--- src/rtl/branch_resolve.sv ---
// branch_resolve: execute-stage branch resolution with a bimodal BHT.
// Decodes the branch condition, selects signed/unsigned compare, resolves
// taken/not-taken, trains 2-bit saturating counters and issues a registered
// one-cycle redirect/flush on a mispredict.
// Optional feature macro: BRANCH_STATS_EN (adds branch/mispredict counters
// and a synchronous stat_clear input).
module branch_resolve #(
    parameter int BHT_ENTRIES = 64,
    parameter int IDX_W       = $clog2(BHT_ENTRIES)
) (
    input  logic        clk,
    input  logic        rst_n,
`ifdef BRANCH_STATS_EN
    input  logic        stat_clear,
    output logic [31:0] stat_branches,
    output logic [31:0] stat_mispredicts,
`endif
    input  logic [31:0] if_pc,
    output logic        if_pred_taken,
    input  logic        ex_valid,
    input  logic        ex_stall,
    input  logic        ex_is_branch,
    input  logic [2:0]  ex_funct3,
    input  logic [31:0] ex_pc,
    input  logic [31:0] ex_target,
    input  logic        ex_pred_taken,
    output logic        brun,
    input  logic        breq,
    input  logic        brlt,
    output logic        redirect_valid,
    output logic [31:0] redirect_pc,
    output logic        flush
);

    logic [1:0]       bht_r [BHT_ENTRIES];
    logic             redirect_valid_r;
    logic [31:0]      redirect_pc_r;

    logic [IDX_W-1:0] if_idx_s;
    logic [IDX_W-1:0] ex_idx_s;
    logic             taken_s;
    logic             legal_s;
    logic             resolve_s;
    logic             mispredict_s;
    logic [31:0]      next_pc_s;
    logic [1:0]       cnt_old_s;
    logic [1:0]       cnt_new_s;
    logic             unused_s;

    assign if_idx_s = if_pc[IDX_W+1:2];
    assign ex_idx_s = ex_pc[IDX_W+1:2];

    // Word-offset and upper fetch-PC bits do not participate in indexing.
    assign unused_s = ^{if_pc[31:IDX_W+2], if_pc[1:0]};

    // Prediction is the counter MSB; a same-cycle update is not yet visible.
    assign if_pred_taken = bht_r[if_idx_s][1];

    // funct3 bit 1 distinguishes BLTU/BGEU from the signed compares.
    assign brun = ex_funct3[1];

    // Decode the branch condition; 010/011 are not branches and never resolve.
    always_comb begin
        taken_s = 1'b0;
        legal_s = 1'b0;
        case (ex_funct3)
            3'b000:  begin taken_s = breq;  legal_s = 1'b1; end
            3'b001:  begin taken_s = !breq; legal_s = 1'b1; end
            3'b100:  begin taken_s = brlt;  legal_s = 1'b1; end
            3'b101:  begin taken_s = !brlt; legal_s = 1'b1; end
            3'b110:  begin taken_s = brlt;  legal_s = 1'b1; end
            3'b111:  begin taken_s = !brlt; legal_s = 1'b1; end
            default: begin taken_s = 1'b0;  legal_s = 1'b0; end
        endcase
    end

    // While a redirect is in flight, the EX instruction is wrong-path.
    assign resolve_s    = ex_valid && ex_is_branch && !ex_stall &&
                          !redirect_valid_r && legal_s;
    assign mispredict_s = resolve_s && (taken_s != ex_pred_taken);
    assign next_pc_s    = taken_s ? ex_target : (ex_pc + 32'd4);
    assign cnt_old_s    = bht_r[ex_idx_s];

    // Saturating 2-bit counter step toward the resolved direction.
    always_comb begin
        cnt_new_s = cnt_old_s;
        if (taken_s) begin
            if (cnt_old_s != 2'b11) begin
                cnt_new_s = cnt_old_s + 2'd1;
            end else begin
                cnt_new_s = 2'b11;
            end
        end else begin
            if (cnt_old_s != 2'b00) begin
                cnt_new_s = cnt_old_s - 2'd1;
            end else begin
                cnt_new_s = 2'b00;
            end
        end
    end

    // BHT training and the registered one-cycle redirect pulse.
    always_ff @(posedge clk) begin
        if (!rst_n) begin
            for (int i = 0; i < BHT_ENTRIES; i++) begin
                bht_r[i] <= 2'b01;
            end
            redirect_valid_r <= 1'b0;
            redirect_pc_r    <= 32'h0000_0000;
        end else begin
            redirect_valid_r <= mispredict_s;
            if (mispredict_s) begin
                redirect_pc_r <= next_pc_s;
            end
            if (resolve_s) begin
                bht_r[ex_idx_s] <= cnt_new_s;
            end
        end
    end

    assign redirect_valid = redirect_valid_r;
    assign redirect_pc    = redirect_pc_r;
    assign flush          = redirect_valid_r;

`ifdef BRANCH_STATS_EN
    logic [31:0] stat_branches_r;
    logic [31:0] stat_mispredicts_r;

    // Event counters; a clear wins over a same-cycle increment.
    always_ff @(posedge clk) begin
        if (!rst_n) begin
            stat_branches_r    <= 32'd0;
            stat_mispredicts_r <= 32'd0;
        end else if (stat_clear) begin
            stat_branches_r    <= 32'd0;
            stat_mispredicts_r <= 32'd0;
        end else begin
            if (resolve_s) begin
                stat_branches_r <= stat_branches_r + 32'd1;
            end
            if (mispredict_s) begin
                stat_mispredicts_r <= stat_mispredicts_r + 32'd1;
            end
        end
    end

    assign stat_branches    = stat_branches_r;
    assign stat_mispredicts = stat_mispredicts_r;
`endif

endmodule

--- config.mk ---
export PLATFORM = sky130hd
export DESIGN_NAME = branch_resolve
export DESIGN_NICKNAME = d
export VERILOG_FILES = /design/src/rtl/branch_resolve.sv
export SDC_FILE = /design/constraint.sdc
export NUM_CORES = 1
export LEC_CHECK = 0
export ABC_AREA = 1
export CAP_MARGIN = 5
export CORE_MARGIN = 5
export CORE_UTILIZATION = 52
export DETAILED_ROUTE_END_ITERATION = 7
export DONT_BUFFER_PORTS = 1
export GPL_ROUTABILITY_DRIVEN = 0
export GPL_TIMING_DRIVEN = 1
export PLACE_DENSITY = 0.73
export SLEW_MARGIN = 20
export SYNTH_ARGS = -nofsm -noshare
export SYNTH_HDL_FRONTEND = slang
export SYNTH_SLANG_ARGS = --single-unit
export TNS_END_PERCENT = 10
--- constraint.sdc ---
create_clock -name clk -period 2.1 [get_ports clk]
set_input_delay 0.21 -clock clk [delete_from_list [all_inputs] [get_ports clk]]
set_output_delay 0.21 -clock clk [all_outputs]
set_load 0.02 [all_outputs]
== Yosys cells after proc, flatten, opt, wreduce, memory -nomap -nowiden ==
Memories as Yosys holds them, arrays and structs flattened.
Index checks and enable logic that the tools add are counted.

* $add $sub $neg: 3
* Equality and inequality tests: 7
* Multiplexer cells: 13
* Reduce and logical (&&, ||, !) cells: 15

{| class="wikitable"
|+ Operators by type and width
! kind !! count
|-
| $add A32 B3 Y32 const B || 1
|-
| $mux W32 || 1
|-
| $eq A3 B3 Y1 const B || 4
|-
| $mux W2 || 4
|-
| $mux W1 || 6
|-
| $mux W6 || 1
|-
| $reduce_or A2 Y1 || 3
|-
| $reduce_or A6 Y1 || 1
|-
| $logic_and A1 B1 Y1 || 5
|-
| $logic_not A1 Y1 || 4
|-
| $pmux W1 S4 || 1
|-
| $eq A3 B1 Y1 const B || 1
|-
| $logic_not A3 Y1 || 1
|-
| $add A2 B1 Y2 const B || 1
|-
| $ne A2 B2 Y1 const B || 1
|-
| $reduce_bool A2 Y1 || 1
|-
| $sub A2 B1 Y2 const B || 1
|-
| $ne A1 B1 Y1 || 1
|}

* Bits in registers: 33
* Bits in writable memories: 128
* Input port bits: 107
* Output and inout port bits: 36
* Word-level logic and storage cells: 41
* Memories kept: 1

{| class="wikitable"
|+ Memory list
! memory !! depth !! width !! read ports !! clocked after memory_dff !! wr ports !! RTL line !! source
|-
| bht_r || 64 || 2 || 2 || 0 || 64 || 35 || <nowiki>logic [1:0] bht_r [BHT_ENTRIES];</nowiki>
|}

== Logic depth before layout (Yosys ltp) ==
Gate-level depths: netlist of run 1.

* Depth after elaboration: 9
* Depth in mapped cells: 15
* Depth with buffers taken out: 13

== Worst setup path before layout of run 1 ==
Ideal clock, no wire load.

* Kind: input port to flip-flop
* From: input ex_pc[2]
* To: memory bht_r[23][1], data pin
* Library setup time: 0.252 ns
* Arrival: 1.623 ns
* Required time: 1.848 ns
* Slack: 0.225 ns
* Stages: 14
* Path buffers: 4
* Path through: buf_6 buf_6 buf_6 o211ai_1 nand2_1 nor2_1 nor2_1 nor2_1 nand2_1 nor2_4 nand2_4 nand2_8 buf_12 nor2_2

{| class="wikitable"
|+ RTL lines
! element !! RTL line !! source
|-
| start, declared || 24 || <nowiki>input logic [31:0] ex_pc,</nowiki>
|-
| end, declared || 35 ||
|}

==> results_dict.tcl, run 1 <==
set metrics [dict create \
    outcome "finished clean" \
    fmax_mhz 481.2 \
    ys_seq_elements 161 \
    drtAntennaViolNets 0 \
    initialDrtViolationCount 882 \
    grt_max_degree 99 \
    wl_met1_um 11210 \
    rsz0062_at_grt "yes" \
    finalSetupViolations 0 \
    fill_cells 1815 \
    drive_gt1_share_pct 12.42 \
    synth_top_area_share_pct 36.66 \
    nets 1504 \
    dp_hpwl_um 19780 \
    timing.rr.end "bht_r[0][1]" \
    hold_viol_final 0 \
    grt.total_usage_pct 24.69 \
    peakVddDrop_v 0.0006214 \
    syn_avg_cell_area_um2 7.608 \
    cts.sinks 161 \
    dieHeight_um 152.0 \
    finalCritPeriodShare_pct 98.96 \
    htreeDepth 4 \
    final.setup.worst_slack_ns 0.02180 \
    drtPass1Iterations 6 \
    start_util_pct 52.32 \
    synthToLayoutAreaGrowth_pct 12.57 \
    r2r_start "bht_r[18][0]" \
    min_from "ex_pc[12]" \
    critPathCaptureType "register" \
    relSlewSlack_pct 48.83 \
    die_w_um 152.0 \
    worst_pin_slew_ns 0.7650 \
    route.met3.wl_um 3350 \
    slew_violations 0 \
    clock_skew_ns 0.01477 \
    crit_fanout 13 \
    design.portCount 143 \
    wl_um 29620 \
    clockRootBuffer "clkbuf_16" \
    syn-cell-area_um2 10480 \
    cts_buffers 17 \
    synthDistinctLibCells 35 \
    worst_ep_required_time_ns 2.29 \
    worst_setup_path_start_kind "register" \
    highest_layer "met4" \
    synthCells 1378 \
    overflow 0 \
    ff2ff_setup_slack_ns 0.02 \
    via_per_inst 5.495 \
    endpoint "bht_r[0][1]" \
    cts_buffer_depth 2 \
    portBuffers 0 \
    hp-class "in2reg" \
    syn-num-nets 1486 \
    grt_pass1_vias 8800 \
    cellLeakagePower_nw 4.544 \
    grt_pass1_wl_um 45440 \
    critPathLaunch "bht_r[18][0]" \
    reg2regPathDepth 12 \
    maxCapViolations 0 \
    critical_path_class "reg2reg" \
    timing.final.crit_period_ns 2.078 \
    tns_ns 0 \
    antenna_found_initial 0 \
    yosysWarnings 0 \
    arrival_ns 2.27 \
    dieArea_um2 23100 \
    path_clk_slew_ns 0.06 \
    fp.coreArea_um2 20040 \
    cts_tree "yes" \
    diodes 0 \
    ys_seq_area_share_pct 42.96 \
    wl_met2_um 14200 \
    pre_cts_ws_ns -0.09796 \
    power_density_nw_per_um2 676.5 \
    synth_top_cell_by_area "edfxtp_1" \
    vias 9226 \
    rows 52 \
    route.detailed.drc 0 \
    yosys-top-cells-area "edfxtp_1 37%, nand2_1 10%, inv_1 7.7%" \
    insertion_delay_ns 0.44 \
    wl_per_cell_um 17.64 \
]
==> state kept, by name, indices dropped and copies added, names as in the netlist <==
| register | cells |
|---|---|
| bht_r | 128 |
| redirect_pc | 32 |
| flush | 1 |
==> layer usage <==
layer	track usage (%)	up-vias
met5	0	-
met4	9.375	0
met3	7.509	67
met2	41.87	454
met1	29.59	4265
li1	-	4440
==> kinds of logic after synthesis <==
kind of cell	synth area share, %
DFF	42.96
and+or+nand+nor	33.40
adders and majority gates	0.1193
xor gates and xnor gates	1.253
buffers and inverters	12.90
AOI/OAI and AO/OA	9.357
==> Yosys cell counts <==
cell	count
a21oi_1	35
a31oi_1	12
buf_12	6
buf_2	13
buf_4	15
buf_6	9
clkbuf_1	34
clkinv_1	2
dfxtp_1	33
edfxtp_1	128
ha_1	1
inv_1	214
inv_2	4
nand2_1	279
nand2_2	4
nand2_4	1
nand2_8	1
nand3_1	127
nand3_2	1
nand3b_1	3
nand4_1	10
nor2_1	200
nor2_2	9
nor2_4	58
nor3_1	19
o211ai_1	29
o211ai_2	2
o21a_1	3
o21ai_0	84
o21ai_1	9
or2_0	9
or2_1	5
or2_2	4
xnor2_1	2
xor2_1	13
==> stage by stage <==
| stage | util (%) | hold WS (ns) | area (um2) | power (mW) | cells |
|---|---|---|---|---|---|
| after global placement | 54.13 | 0.3595 | 10850 | 4.812 | 1618 |
| after detailed placement | 54.13 | 0.3622 | 10850 | 4.824 | 1618 |
| after CTS | 58.30 | 0.004688 | 11680 | 7.917 | 1673 |
| final | 58.89 | 0.008688 | 11800 | 7.983 | 1679 |
| after floorplan | - | 0.3709 | 10480 | 4.595 | 1378 |
| after global routing | 58.89 | 0.01697 | 11800 | 8.238 | 1679 |
==> final cells by class <==
| cell class | count | area, um2 | area share, % |
|---|---|---|---|
| multi-input combinational | 920 | 4662 | 39.50 |
| sequential | 161 | 4504 | 38.17 |
| timing repair buffer | 76 | 899.6 | 7.623 |
| inverter | 220 | 825.8 | 6.997 |
| clock buffer | 20 | 436.7 | 3.700 |
| tap | 270 | 337.8 | 2.863 |
| clock inverter | 12 | 135.1 | 1.145 |
==> worst max-delay path, stage by stage, from the launching register on <==
cell,delay [ns]
edfxtp_1,0.37
or2_0,0.21
o211ai_1,0.09
nand2_1,0.08
nor2_1,0.10
nor2_1,0.05
nor2_1,0.17
nand2_1,0.12
nor2_4,0.15
nand2_4,0.08
nand2_8,0.16
buf_12,0.21
nor2_1,0.05
==> power breakdown <==
group	internal, mW	total, mW	switching (mW)
combinational	0.477	1.34	0.868
sequential	3.51	3.58	0.0661
clock	1.76	3.06	1.31
total	5.74	7.98	2.24
==> layout by cell type (no fill, tap or decap), types with 16 or more instances in the layout <==
| master | n |
|---|---|
| nor2_1 | 198 |
| edfxtp_1 | 128 |
| dlygate4sd3_1 | 21 |
| nor3_1 | 18 |
| o21ai_0 | 77 |
| clkbuf_16 | 19 |
| nand2_1 | 278 |
| inv_1 | 213 |
| o211ai_1 | 29 |
| dfxtp_1 | 33 |
| a21oi_1 | 34 |
| nand3_1 | 127 |
| nor2_4 | 60 |
| buf_4 | 33 |
| buf_12 | 16 |
==> worst min-delay path by stage <==
| stage | endpoint | slack [ns] | cells past startpoint |
|---|---|---|---|
| floorplan | redirect_pc[0] | 0.37 | 2 |
| global placement | redirect_pc[10] | 0.36 | 2 |
| detailed placement | redirect_pc[14] | 0.36 | 2 |
| CTS | redirect_pc[12] | 0.005 | 3 |
| global route | redirect_pc[15] | 0.02 | 3 |
| finish | redirect_pc[12] | 0.009 | 3 |
==> what timing repair did <==
item,in CTS,in global routing
resized for setup,3,16
pin swaps,1,9
cloned,0,3
setup buffers,0,3
hold endpoints to repair,72,0
endpoints found under the setup margin,11,147
hold buffers,23,0
Power figures use the tool's default switching activity.
==> inputs of run 2 (changes only) <==
- PLACE_DENSITY: 0.73 -> 0.68
==> run 2 against run 1 <==
Net effect:
- the run now ends with setup timing left
- first-iteration DRC count rose by 6.3%
- count of clock-buffer cells in the layout rose by 3
- sequential share of layout area fell by 0.85 points
- setup slack worse by 0.077 ns
- non-clock buffer count grew 14
- register-to-register slack worse by 0.06 ns
- design area rose by 2.3%
- global-route usage up 2.1 points
- maximum frequency is 3.6% lower
- total power up 3.9%
- sequential cell count is the same
- critical path depth shrank 6
- largest cell class unchanged
- highest routed layer unchanged
==> results_dict.tcl, run 2 (synthesis results as in run 1) <==
set metrics [dict create \
    use_met1_pct 33.96 \
    grt_max_degree 99 \
    hold_end "redirect_pc[11]" \
    relSlewSlack_pct 23.28 \
    timing.final.crit_period_ns 2.155 \
    power_density_nw_per_um2 687.2 \
    rsz0062_at_grt "yes" \
    worst_pin_slew_ns 1.147 \
    dp_hpwl_um 20740 \
    via_per_inst 5.585 \
    peakVddDrop_v 0.0005776 \
    dieArea_um2 23100 \
    slew_violations 0 \
    hold_depth 3 \
    start_util_pct 52.32 \
    portBuffers 0 \
    cts.sinks 161 \
    fp.coreArea_um2 20040 \
    worst_setup_path_start_kind "register" \
    cpMaxStageDelayCell "edfxtp_1" \
    dieHeight_um 152.0 \
    critPathLaunch "bht_r[56][1]" \
    grt_pass1_wl_um 48850 \
    wl_per_cell_um 18.66 \
    wl_um 31600 \
    violations "setup timing" \
    die_w_um 152.0 \
    worst_ep_required_time_ns 1.89 \
    outcome "finished, violations left" \
    layout_common_cells "276 x nand2_1, 210 x inv_1, 192 x nor2_1" \
    fmax_mhz 463.9 \
    largest_register_ffs 128 \
    min_from "ex_pc[11]" \
    worstPathBufferInverterCount 0 \
    final_area_um2 12070 \
    arrival_ns 1.95 \
    top_usage_layer "met2" \
    place_area_um2 10940 \
    clock_skew_ns 0.01210 \
    initialDrtViolationCount 938 \
    final.setup.worst_slack_ns -0.05545 \
    drtPass1Iterations 6 \
    ff2ff_setup_slack_ns -0.04 \
    holdWs_ns 0.02249 \
    layout_commonest_cell "nand2_1" \
    finalSetupViolations 57 \
    reg2regPathDepth 15 \
    synthToLayoutAreaGrowth_pct 15.12 \
    cp_top_family "compound AO/OA/AOI/OAI gates" \
    htreeDepth 4 \
    critPathCaptureType "output pin" \
    fin_util_pct 60.23 \
    cp_cell_sequence "o21ai_0 -> o21ai_0 -> o211ai_1 -> nand3_1 -> nand3_1 -> nand2_2" \
    nets 1518 \
    critical_path_class "reg2out" \
    crit_fanout 2 \
    r2r_start "bht_r[51][1]" \
    grt.total_usage_pct 26.79 \
    grtUsageMet2_pct 44.43 \
    diodes 0 \
    cts_tree "yes" \
    insertion_delay_ns 0.43 \
    clockRootBuffer "clkbuf_16" \
    route.detailed.drc 0 \
    rows 52 \
    cellLeakagePower_nw 4.692 \
    finalCritPeriodShare_pct 102.6 \
    antenna_found_initial 0 \
    cts_buffer_depth 2 \
    hold_viol_final 0 \
    maxCapViolations 0 \
    drive_gt1_share_pct 14.41 \
    path_clk_slew_ns 0.06 \
    hp-class "in2reg" \
    pre_cts_ws_ns -0.1413 \
    vias 9455 \
    drtAntennaViolNets 0 \
    grt_pass1_vias 9054 \
    cts_buffers 17 \
    regMostFlops "bht_r" \
    overflow 0 \
    timing.rr.end "bht_r[36][1]" \
    use_met3_pct 6.115 \
    critPathMaxStageDelay_ns 0.39 \
    design.portCount 143 \
]
-- run 2: stage by stage --
stage	TNS, ns	power [mW]	instances
floorplan	0	4.595	1378
global placement	-11.58	4.866	1630
detailed placement	-12.44	4.882	1630
CTS	-1.221	8.194	1688
global route	-13.85	8.560	1693
finish	-1.029	8.294	1693
-- run 2: area by class of cell --
type,count,area [um2]
clock inverter,9,62.56
sequential,161,4504
tap,270,337.8
inverter,220,825.8
multi-input combinational,920,4693
fill,1804,7970
clock buffer,23,541.8
timing repair buffer,90,1104
-- run 2: worst max-delay path by stage --
stage                     slack (ns)             to  depth (start not counted)
after floorplan                 0.22   bht_r[23][1]                         14
after global placement         -0.13   bht_r[56][0]                         12
after detailed placement       -0.14   bht_r[58][0]                         12
after CTS                      -0.04   bht_r[39][1]                         12
after global routing           -0.16    bht_r[8][1]                         14
final                          -0.06  if_pred_taken                          6
-- run 2: repair_timing --
action                     CTS  global route
gates cloned                 2             3
gates resized for setup      9            28
hold endpoints to repair    71             0
setup endpoints to repair  128           234
buffers inserted             4             2
pin swaps                    8            20
hold buffers                20             0
-- run 2: report_power, final --
part / switching (mW) / internal [mW]
combinational: 0.944 / 0.622
clock: 1.32 / 1.83
sequential: 0.0660 / 3.51
total: 2.34 / 5.96
-- run 2: metal layers --
| layer | wire [um] | share of wire (%) |
|---|---|---|
| met1 | 12080 | 38 |
| met2 | 14860 | 47 |
| met3 | 3355 | 11 |
| met4 | 1302 | 4.1 |
| met5 | 0 | 0 |
-- run 2: worst reg2reg max path, delay by kind of cell, from the launching register on --
| kind | cells | cell delay, ns |
|---|---|---|
| AND/OR/NAND/NOR | 10 | 0.81 |
| buffers and inverters | 4 | 0.54 |
| flip-flops | 1 | 0.42 |
| AO/OA/AOI/OAI | 1 | 0.14 |
==> inputs of run 3 (changes only) <==
- GPL_ROUTABILITY_DRIVEN: 0 -> 1
==> run 3 against run 2 <==
Net effect:
- the flow still finishes with violations (setup timing)
- core utilization decreased by 0.39 points
- clock skew about the same
- routed wire length decreased by 2.8%
- clock power decreased by 5%
- register-to-register slack about the same
- critical endpoint is now bht_r[4][1]
- global-route usage decreased by 1.0 points
==> results_dict.tcl, run 3 (synthesis results as in run 1) <==
set metrics [dict create \
    fill_cells 1768 \
    dp_hpwl_um 20340 \
    min_from "ex_pc[12]" \
    die_w_um 152.0 \
    critPathCaptureType "register" \
    regMostFlops "bht_r" \
    cellLeakagePower_nw 4.652 \
    crit_fanout 9 \
    maxCapViolations 0 \
    peakVddDrop_v 0.0005294 \
    start_util_pct 52.32 \
    clock_skew_ns 0.01207 \
    r2r_start "bht_r[20][1]" \
    grt_pass1_vias 8750 \
    fmax_mhz 469.6 \
    dieArea_um2 23100 \
    worst_pin_slew_ns 1.047 \
    timing.rr.end "bht_r[4][1]" \
    final.setup.worst_slack_ns -0.02959 \
    worst_setup_path_start_kind "register" \
    holdWs_ns 0.006412 \
    drtAntennaViolNets 0 \
    grt_pass1_wl_um 47060 \
    synthToLayoutAreaGrowth_pct 14.38 \
    rows 52 \
    dieHeight_um 152.0 \
    critical_path_class "reg2reg" \
    route.detailed.drc 0 \
    drive_gt1_share_pct 13.82 \
    wl_um 30700 \
    reg2regPathDepth 14 \
    fp.coreArea_um2 20040 \
    hold_depth 3 \
    layout_commonest_cell "nand2_1" \
    largest_register_ffs 128 \
    hold_viol_final 0 \
    outcome "finished, violations left" \
    finalSetupViolations 51 \
    vias 9270 \
    relSlewSlack_pct 30.00 \
    hold_end "redirect_pc[12]" \
    rsz0062_at_grt "yes" \
    slew_violations 0 \
    grt.total_usage_pct 25.75 \
    grt_max_degree 99 \
    clockRootBuffer "clkbuf_16" \
    htreeDepth 4 \
    timing.final.crit_period_ns 2.130 \
    cts_buffers 17 \
    cts_tree "yes" \
    insertion_delay_ns 0.44 \
    cts_buffer_depth 2 \
    design.portCount 143 \
    drtPass1Iterations 5 \
    wl_per_cell_um 18.11 \
    path_clk_slew_ns 0.06 \
    power_density_nw_per_um2 672.1 \
    hp-class "in2reg" \
    ff2ff_setup_slack_ns -0.03 \
    arrival_ns 2.33 \
    violations "setup timing" \
    diodes 0 \
    antenna_found_initial 0 \
    cts.sinks 161 \
    initialDrtViolationCount 882 \
    finalCritPeriodShare_pct 101.4 \
    layout_common_cells "277 x nand2_1, 213 x inv_1, 199 x nor2_1" \
    via_per_inst 5.469 \
    portBuffers 0 \
    overflow 0 \
    worst_ep_required_time_ns 2.30 \
    place.gp.congestion 0.8910 \
    nets 1520 \
    tns_ns -0.8313 \
]
run 3: changes by cell type in the layout (fill, tap and decap cells not counted), sizes merged:
cell	previous run	this run
buf	68	69
clkbuf	26	23
clkinv	8	9
inv	221	224
run 3: layer usage:
metal  GRT usage, %  share of wire, %  up-vias  wire, um
met5              0                 0        -         0
met4          7.748               2.6        0       798
met3          6.115                10       65      3067
met2          44.20                48      414     14690
met1          32.38                40     4320     12140
li1               -                 -     4471         -
run 3: worst max-delay path by stage:
stage	from	to	cells after the start
after global placement	ex_pc[2]	bht_r[2][1]	14
final	bht_r[20][1]	bht_r[4][1]	14
after floorplan	ex_pc[2]	bht_r[23][1]	14
after global routing	bht_r[20][1]	bht_r[53][1]	14
after detailed placement	ex_pc[2]	bht_r[42][0]	12
after CTS	bht_r[7][0]	bht_r[23][1]	12
run 3: final cells by class:
type                            instances  area, um2  share of cell area [%]
Clock inverter                         13      98.84                  0.8243
Multi-Input combinational cell        920       4693                   39.14
Inverter                              220      825.8                   6.886
Clock buffer                           19      464.2                   3.871
Sequential cell                       161       4504                   37.56
Timing Repair Buffer                   92       1067                   8.900
Tap cell                              270      337.8                   2.817
run 3: stage by stage:
step / cells / cell area, um2 / setup WS (ns) / utilization (%) / power (mW)
4_1_cts: 1686 / 11740 / -0.008128 / 58.58 / 7.895
3_3_place_gp: 1633 / 10940 / -0.2649 / 54.57 / 4.848
6_report: 1695 / 11990 / -0.02959 / 59.84 / 8.060
3_5_place_dp: 1633 / 10940 / -0.2839 / 54.57 / 4.861
2_1_floorplan: 1378 / 10480 / 0.2246 / - / 4.595
5_1_grt: 1695 / 11990 / -0.09692 / 59.84 / 8.329
run 3: report_power, final:
group | leakage [nW] | switching (mW) | internal [mW]
logic | 2.96 | 0.930 | 0.573
clock network | 0.284 | 1.35 | 1.63
registers | 1.41 | 0.0662 | 3.51
total | 4.65 | 2.35 | 5.71
run 3: critical path, cell delays in order (launching register included):
cell and delay (ns):
edfxtp_1 0.41, inv_1 0.08, nand2_1 0.05, nand3_1 0.08, nand2_1 0.07, o21ai_2 0.22, nand2_1 0.13, nor2_4 0.17
nand2_2 0.09, nand2_4 0.09, nand2_4 0.07, nand2_8 0.09, buf_12 0.13, buf_12 0.16, nor2_4 0.03
run 3: repair_timing:
| item | CTS | global route |
|---|---|---|
| setup endpoints to repair | 118 | 190 |
| resized for setup | 7 | 25 |
| hold buffers | 20 | 0 |
| setup buffers | 1 | 5 |
| hold endpoints to repair | 109 | 0 |
| cloned | 0 | 4 |
| pin swaps | 4 | 4 |
